**src/rtl/one_cnt_pkg.sv**
```systemverilog
// Shared types, default parameters and helpers for the windowed detector-hit counter.
package one_cnt_pkg;

   localparam int unsigned DEF_WIN_LEN = 16;
   localparam int unsigned DEF_CNT_W   = 8;

   typedef enum logic {
      IDLE = 1'b0,
      RUN  = 1'b1
   } state_t;

   // Largest value representable in w bits, used as the hit-counter ceiling.
   function automatic logic [31:0] sat_limit(input int unsigned w);
      if (w >= 32) return '1;
      return (32'd1 << w) - 32'd1;
   endfunction

endpackage

```
**src/rtl/one_event_window_counter_y_edge_detect.sv**
```systemverilog
// Registers the detector output and produces the per-cycle hit strobe.
// ONE_CNT_LEVEL_MODE_EN selects level counting (hit = y) instead of rising-edge counting.
module y_edge_detect (
   input  logic clk,
   input  logic rst,
   input  logic y,
   output logic hit_c
);

   logic y_d;

   always_ff @(posedge clk or posedge rst) begin
      if (rst) y_d <= 1'b0;
      else     y_d <= y;
   end

`ifdef ONE_CNT_LEVEL_MODE_EN
   assign hit_c = y;
`else
   assign hit_c = y & ~y_d;
`endif

endmodule

```
**src/rtl/one_event_window_counter.sv**
```systemverilog
// Counts detector hits over back-to-back WIN_LEN-cycle windows and publishes each
// window count through a valid/ack handshake with a sticky overflow flag.
// Level-mode counting is selected by ONE_CNT_LEVEL_MODE_EN (see y_edge_detect).
module one_event_window_counter
   import one_cnt_pkg::*;
#(
   parameter int unsigned WIN_LEN = DEF_WIN_LEN,
   parameter int unsigned CNT_W   = DEF_CNT_W
) (
   input  logic             clk,
   input  logic             rst,
   input  logic             en,
   input  logic             y,
   input  logic             cnt_ack,
   output logic [CNT_W-1:0] cnt,
   output logic             cnt_valid,
   output logic             ovf,
   output logic             busy
);

   localparam int unsigned      WIN_W    = (WIN_LEN > 1) ? $clog2(WIN_LEN) : 1;
   localparam logic [WIN_W-1:0] WIN_LAST = WIN_W'(WIN_LEN - 1);
   localparam logic [CNT_W-1:0] CNT_MAX  = CNT_W'(sat_limit(CNT_W));

   state_t           state, state_next;
   logic [WIN_W-1:0] win_q, win_n;
   logic [CNT_W-1:0] hits_q, hits_n, hits_inc;
   logic [CNT_W-1:0] cnt_n;
   logic             valid_n, ovf_n, busy_n;
   logic             hit;

   y_edge_detect u_edge (
      .clk   (clk),
      .rst   (rst),
      .y     (y),
      .hit_c (hit)
   );

   // Hit count including this cycle's hit, held at the ceiling instead of wrapping.
   assign hits_inc = (hit && (hits_q != CNT_MAX)) ? hits_q + CNT_W'(1) : hits_q;

   always_ff @(posedge clk or posedge rst) begin
      if (rst) begin
         state     <= IDLE;
         win_q     <= '0;
         hits_q    <= '0;
         cnt       <= '0;
         cnt_valid <= 1'b0;
         ovf       <= 1'b0;
         busy      <= 1'b0;
      end else begin
         state     <= state_next;
         win_q     <= win_n;
         hits_q    <= hits_n;
         cnt       <= cnt_n;
         cnt_valid <= valid_n;
         ovf       <= ovf_n;
         busy      <= busy_n;
      end
   end

   always_comb begin
      state_next = state;
      win_n      = win_q;
      hits_n     = hits_q;
      cnt_n      = cnt;
      valid_n    = cnt_valid;
      ovf_n      = ovf;

      if (cnt_ack && cnt_valid) begin
         valid_n = 1'b0;
         ovf_n   = 1'b0;
      end

      case (state)
         IDLE: begin
            win_n  = '0;
            hits_n = '0;
            if (en) state_next = RUN;
         end
         RUN: begin
            if (!en) begin
               // Abort: partial window is dropped without touching the result.
               state_next = IDLE;
               win_n      = '0;
               hits_n     = '0;
            end else if (win_q == WIN_LAST) begin
               // A same-edge ack already cleared ovf above; the new result wins.
               cnt_n   = hits_inc;
               valid_n = 1'b1;
               if (cnt_valid && !cnt_ack) ovf_n = 1'b1;
               win_n   = '0;
               hits_n  = '0;
            end else begin
               win_n  = win_q + WIN_W'(1);
               hits_n = hits_inc;
            end
         end
         default: state_next = IDLE;
      endcase

      busy_n = (state_next == RUN);
   end

endmodule

```
**config.mk**
```make
export PLATFORM = sky130hd
export DESIGN_NAME = one_event_window_counter
export DESIGN_NICKNAME = d
export VERILOG_FILES = /design/src/rtl/one_cnt_pkg.sv /design/src/rtl/one_event_window_counter_y_edge_detect.sv /design/src/rtl/one_event_window_counter.sv
export SDC_FILE = /design/constraint.sdc
export NUM_CORES = 1
export LEC_CHECK = 0
export ABC_AREA = 1
export BUFFER_PORTS_ARGS = -buffer_cell sky130_fd_sc_hd__buf_4
export CORE_UTILIZATION = 55
export DETAILED_ROUTE_END_ITERATION = 12
export PLACE_DENSITY = 0.77
export SYNTH_ARGS = -nofsm -noshare
export SYNTH_HDL_FRONTEND = slang
export SYNTH_HIERARCHICAL = 1
export SYNTH_SLANG_ARGS = --single-unit
```
**constraint.sdc**
```tcl
create_clock -name clk -period 2.9 [get_ports clk]
set_input_delay 0.29 -clock clk [delete_from_list [all_inputs] [get_ports clk]]
set_output_delay 0.29 -clock clk [all_outputs]
set_load 0.01 [all_outputs]
```
# [Yosys cells after proc, flatten, opt, wreduce, memory -nomap -nowiden]
# Cells that the tools add are included.
[classes] reduce_logical=5 add_sub_neg=2 n_mux=17 n_eq_ne=2 bitwise_logic=3
[ops] op="two-way mux 8 bit" n=3
[ops] op="case mux 8 bit (2 select lines)" n=1
[ops] op="two-way mux 1 bit" n=10
[ops] op="adder 8 x 1 -> 8 bit (second input constant)" n=1
[ops] op="two-way mux 4 bit" n=2
[ops] op="!= test 8 bit (second input constant)" n=1
[ops] op="case mux 4 bit (2 select lines)" n=1
[ops] op="adder 4 x 1 -> 4 bit (second input constant)" n=1
[ops] op="equality test 4 bit (second input constant)" n=1
[ops] op="logical AND 1 bit" n=3
[ops] op="AND reduction 3 bit" n=1
[ops] op="inverter 1 bit" n=2
[ops] op="bitwise AND 1 bit" n=1
[ops] op="logical NOT 1 bit" n=1
[word_totals] regBits=24 output_inout_bits=11 wordCells=36 input_bits=5

# [Longest topological paths before layout]
[depth] word_depth=7 ltp_mapped=10 mapped_depth_nobuf=10

# [Hierarchy]
# The synthesis kept the hierarchy.
[by_module_without_submodules] module="one_event_window_counter" n_inst=1 seq_area_each_um2=575.6 area_per_inst_um2=1122.3 cells_each=135
[by_module_without_submodules] module="y_edge_detect" n_inst=1 seq_area_each_um2=25.0 area_per_inst_um2=38.8 cells_each=4

# [Worst setup path after synthesis]
# No wires, ideal clock.
[synth_path] kind="register to register" start="register hits_q[0]" end="register cnt[0]" arrival_ps=1171 setup_time_ps=118 period_less_slack_ps=1289 slack_ps=1611 required_ps=2782 path_buffers=0 path_stages_with_launch=8 cell_sequence="dfrtp_1 ha_1 nand2_1 clkinv_2 nand3_4 nand3_1 nand3_1 nand2_1"
[synth_between] elab_chain_cells=3 word_cells_on_any_way=4 cone_classes="1 x add/sub; 1 x eq/ne; 1 x mux; 1 x reduce/logical"
[synth_lines] item="start: declaration" line_no="one_event_window_counter.sv:27" rtl="logic [CNT_W-1:0] hits_q, hits_n, hits_inc;"
[synth_lines] item="start signal: assignment" line_no="one_event_window_counter.sv:54" rtl="hits_q <= hits_n;"
[synth_lines] item="parallel branches: the longest is 2 deep, another holds adder 8 x 1 -> 8 bit"
[synth_lines] item="two-way mux 8 bit *" line_no="one_event_window_counter.sv:40" rtl="assign hits_inc = (hit && (hits_q != CNT_MAX)) ? hits_q + CNT_W'(1) : hits_q;"
[synth_lines] item="end signal: assignment" line_no="one_event_window_counter.sv:55" rtl="cnt <= cnt_n;"
[synth_lines] item="end: declaration" line_no="one_event_window_counter.sv:15" rtl="output logic [CNT_W-1:0] cnt,"
# Every way passes the cells marked *.
# A chain may end at the register's enable or synchronous reset.

# [Final worst setup path]
# Same ends and word-level chain as after synthesis.

==> flow_summary.toml <==
[run_status]
outcome = "complete, no violations"

[synthesis]
synth_seq_cells = 24
yosysWarnings = 6
ys_async_sr_fraction_pct = 100.0
synthCells = 139
yosys_most_used_dff = "dfrtp_1"
synth_top_area_cell = "dfrtp_1"
syn_avg_cell_area_um2 = 8.353
synth_top_area_share_pct = 51.72
ys_types = 23
syn_area_um2 = 1161
synth.area.top_cells = "dfrtp_1 52%, nand2_1 14%, inv_1 6.5%"
synth-edff-count = 0
synth_nets = 146
synth_common_cells = "43 x nand2_1, 24 x dfrtp_1, 20 x inv_1"
ys_seq_area_share_pct = 51.72
synth_most_common_cell = "nand2_1"

[sta]
rsz0062_at_grt = "no"
relSlewSlack_pct = 42.07
hold_viol = 0
setup_tns_ps = 0
final-max-slew-violation-count = 0
fin_crit_sh_pct = 51.34
skew_ps = 4.349
period_minus_slack_ps = 1489
report.final.setup_viol = 0
max_freq_mhz = 671.7
worstMarginPinSlew_ps = 868.0

[min_path]
hold_path.class = "input pin to flip-flop"

[grt]
grt_first_pass_wirelength_um = 3298
grt_pass1_vias = 801
grt.overflow.total = 0
antenna_found_initial = 0
grt_max_degree = 24
grt.total_usage_pct = 21.29

[clock_tree]
cts-hold-fix-buffers = 1
cts-root-buf = "clkbuf_4"
clk_path_buf_depth = 2
cts_buffers = 3
clkSinkCount = 24
cts_setup_buffers = 0
cts_tree = "done"
clk_pin_slew_ps = 120
htreeDepth = 1
cts_resized = 0
clk_latency_ps = 310

[power_and_ir_drop]
power_density_nw_per_um2 = 410.2
p_int_mw = 0.4298
p_sw_mw = 0.1256
pwr-share-clk_pct = 31.7
p_leak_nw = 0.7046
pwr-share-comb_pct = 6.4
switching_share_pct = 22.61
p_seq_share_pct = 62.0
irDropWorstVdd_mv = 0.3126

[floorplanning]
ios = 16
die_area_um2 = 2299
num_rows = 16
die_w_um = 47.95
floorplan.initialDensity_pct = 58.59
die_h_um = 47.95
core_um2 = 1982

[setup_path]
required_ps = 3160
cp_cell_sequence = "ha_1 -> nand2_1 -> clkinv_2 -> nand3_4 -> nand2_2 -> nand2_1 -> nand3_1 -> nand2_1"
worstPathArrival_ps = 1750
critical_path.max_stage_delay_ps = 440
endpoint = "cnt[0]"
cpMostUsedCell = "nand2_1"
worstPathMaxFanout = 10
slowest_stage = "dfrtp_1"
timing.rr.end = "cnt[0]"
reg2regPathDepth = 8
crit_start = "hits_q[0]"
cp-start-kind = "flip-flop"
crit_type = "flip-flop to flip-flop"
setup.worst_path.end_class = "flip-flop"
rrSetupSlack_ps = 1410
r2r_start = "hits_q[0]"

[route]
drtIter0Drc = 17
routed_wirelength_um = 2153
num_vias = 939
viasPerCell = 5.048
drt-pass1-iter-count = 4
drc = 0
wire_per_inst_um = 11.58
ant_nets = 0

[placed_design]
place_inst = 181
routabilityCongestion = 0.8815
dp_hpwl_um = 1561
port_buffers = 15

[finish]
num_antenna_cells = 0
fin_nets = 167
final_cells = 186
final_layout_size_suffix_gt1_share_pct = 20.75
area_delta_synth_final_pct = 16.59

[flow_run]
maxCapViolCount = 0
## placed cells by master (no fill, tap or decap), types with 2 or more instances in the layout
| cell type | n |
|---|---|
| dfrtp_1 | 24 |
| nand4_1 | 2 |
| nor2_4 | 3 |
| nor2_1 | 12 |
| nand2_2 | 3 |
| buf_4 | 15 |
| nand3_1 | 15 |
| nor2_2 | 2 |
| ha_1 | 2 |
| clkbuf_4 | 3 |
| nand2_1 | 43 |
| inv_1 | 20 |
## registers in the layout, summed over array words and instances, names as in the netlist, named ones only
name,count
cnt,8
hits_q,8
win_q,4
cnt_valid,1
state,1
u_edge/y_d,1
## area by class of cell
| cell class | instances | area [µm²] |
|---|---|---|
| clock buffer | 4 | 36.28 |
| timing repair buffer | 16 | 122.6 |
| multi-input combinational | 93 | 476.7 |
| fill | 171 | 628.1 |
| sequential | 24 | 600.6 |
| inverter | 22 | 83.83 |
| tap | 27 | 33.78 |
## worst max-delay path: cells and delay by family, from the launching register on
family | cells | cell delay [ps]
DFF | 1 | 440
buffers and inverters | 1 | 120
adders and majority gates | 1 | 240
and+or+nand+nor | 6 | 650
## per-stage QoR
stage	area (µm²)	worst slack (ps)	hold WS [ps]	total power [mW]	util, %
global placement	1308	1493	141.1	0.3849	65.97
detailed placement	1308	1454	144.7	0.3855	65.97
floorplan	1161	1611	18.71	0.3713	-
finish	1354	1411	82.93	0.5553	68.31
global route	1354	1325	57.05	0.5847	68.31
CTS	1354	1425	73.25	0.5647	68.31
## power by group through the flow
stage	Clock (mW)	Combinational [mW]	Sequential, mW
floorplan	0	0.0205	0.351
global placement	0	0.0348	0.350
detailed placement	0	0.0351	0.350
CTS	0.184	0.0362	0.344
global route	0.199	0.0408	0.345
finish	0.176	0.0355	0.344
## worst min path at each step
| stage | from | endpoint | cells past startpoint |
|---|---|---|---|
| 2_1_floorplan | rst | u_edge/y_d | 1 |
| 3_3_place_gp | rst | u_edge/y_d | 2 |
| 3_5_place_dp | rst | u_edge/y_d | 2 |
| 4_1_cts | y | u_edge/y_d | 1 |
| 5_1_grt | y | u_edge/y_d | 1 |
| 6_report | y | u_edge/y_d | 1 |
## routing by layer
metal	up-vias	track usage, %	part of all wire [%]
li1	475	-	-
met1	435	29.67	47
met2	24	31.89	47
met3	5	3.774	4.4
met4	0	10.56	2.0
met5	-	0	0
## logic make-up (layout without fill, tap and decap cells)
group,count (synthesis),count (layout),share of synthesized area (%)
buf+inv,22,42,7.219
compound gates,6,6,3.555
xor+xnor,1,1,0.7544
fa+ha+maj,2,2,2.155
simple gates,84,84,34.59
flops,24,24,51.72
Note: power is estimated with default switching activity, not from simulation.
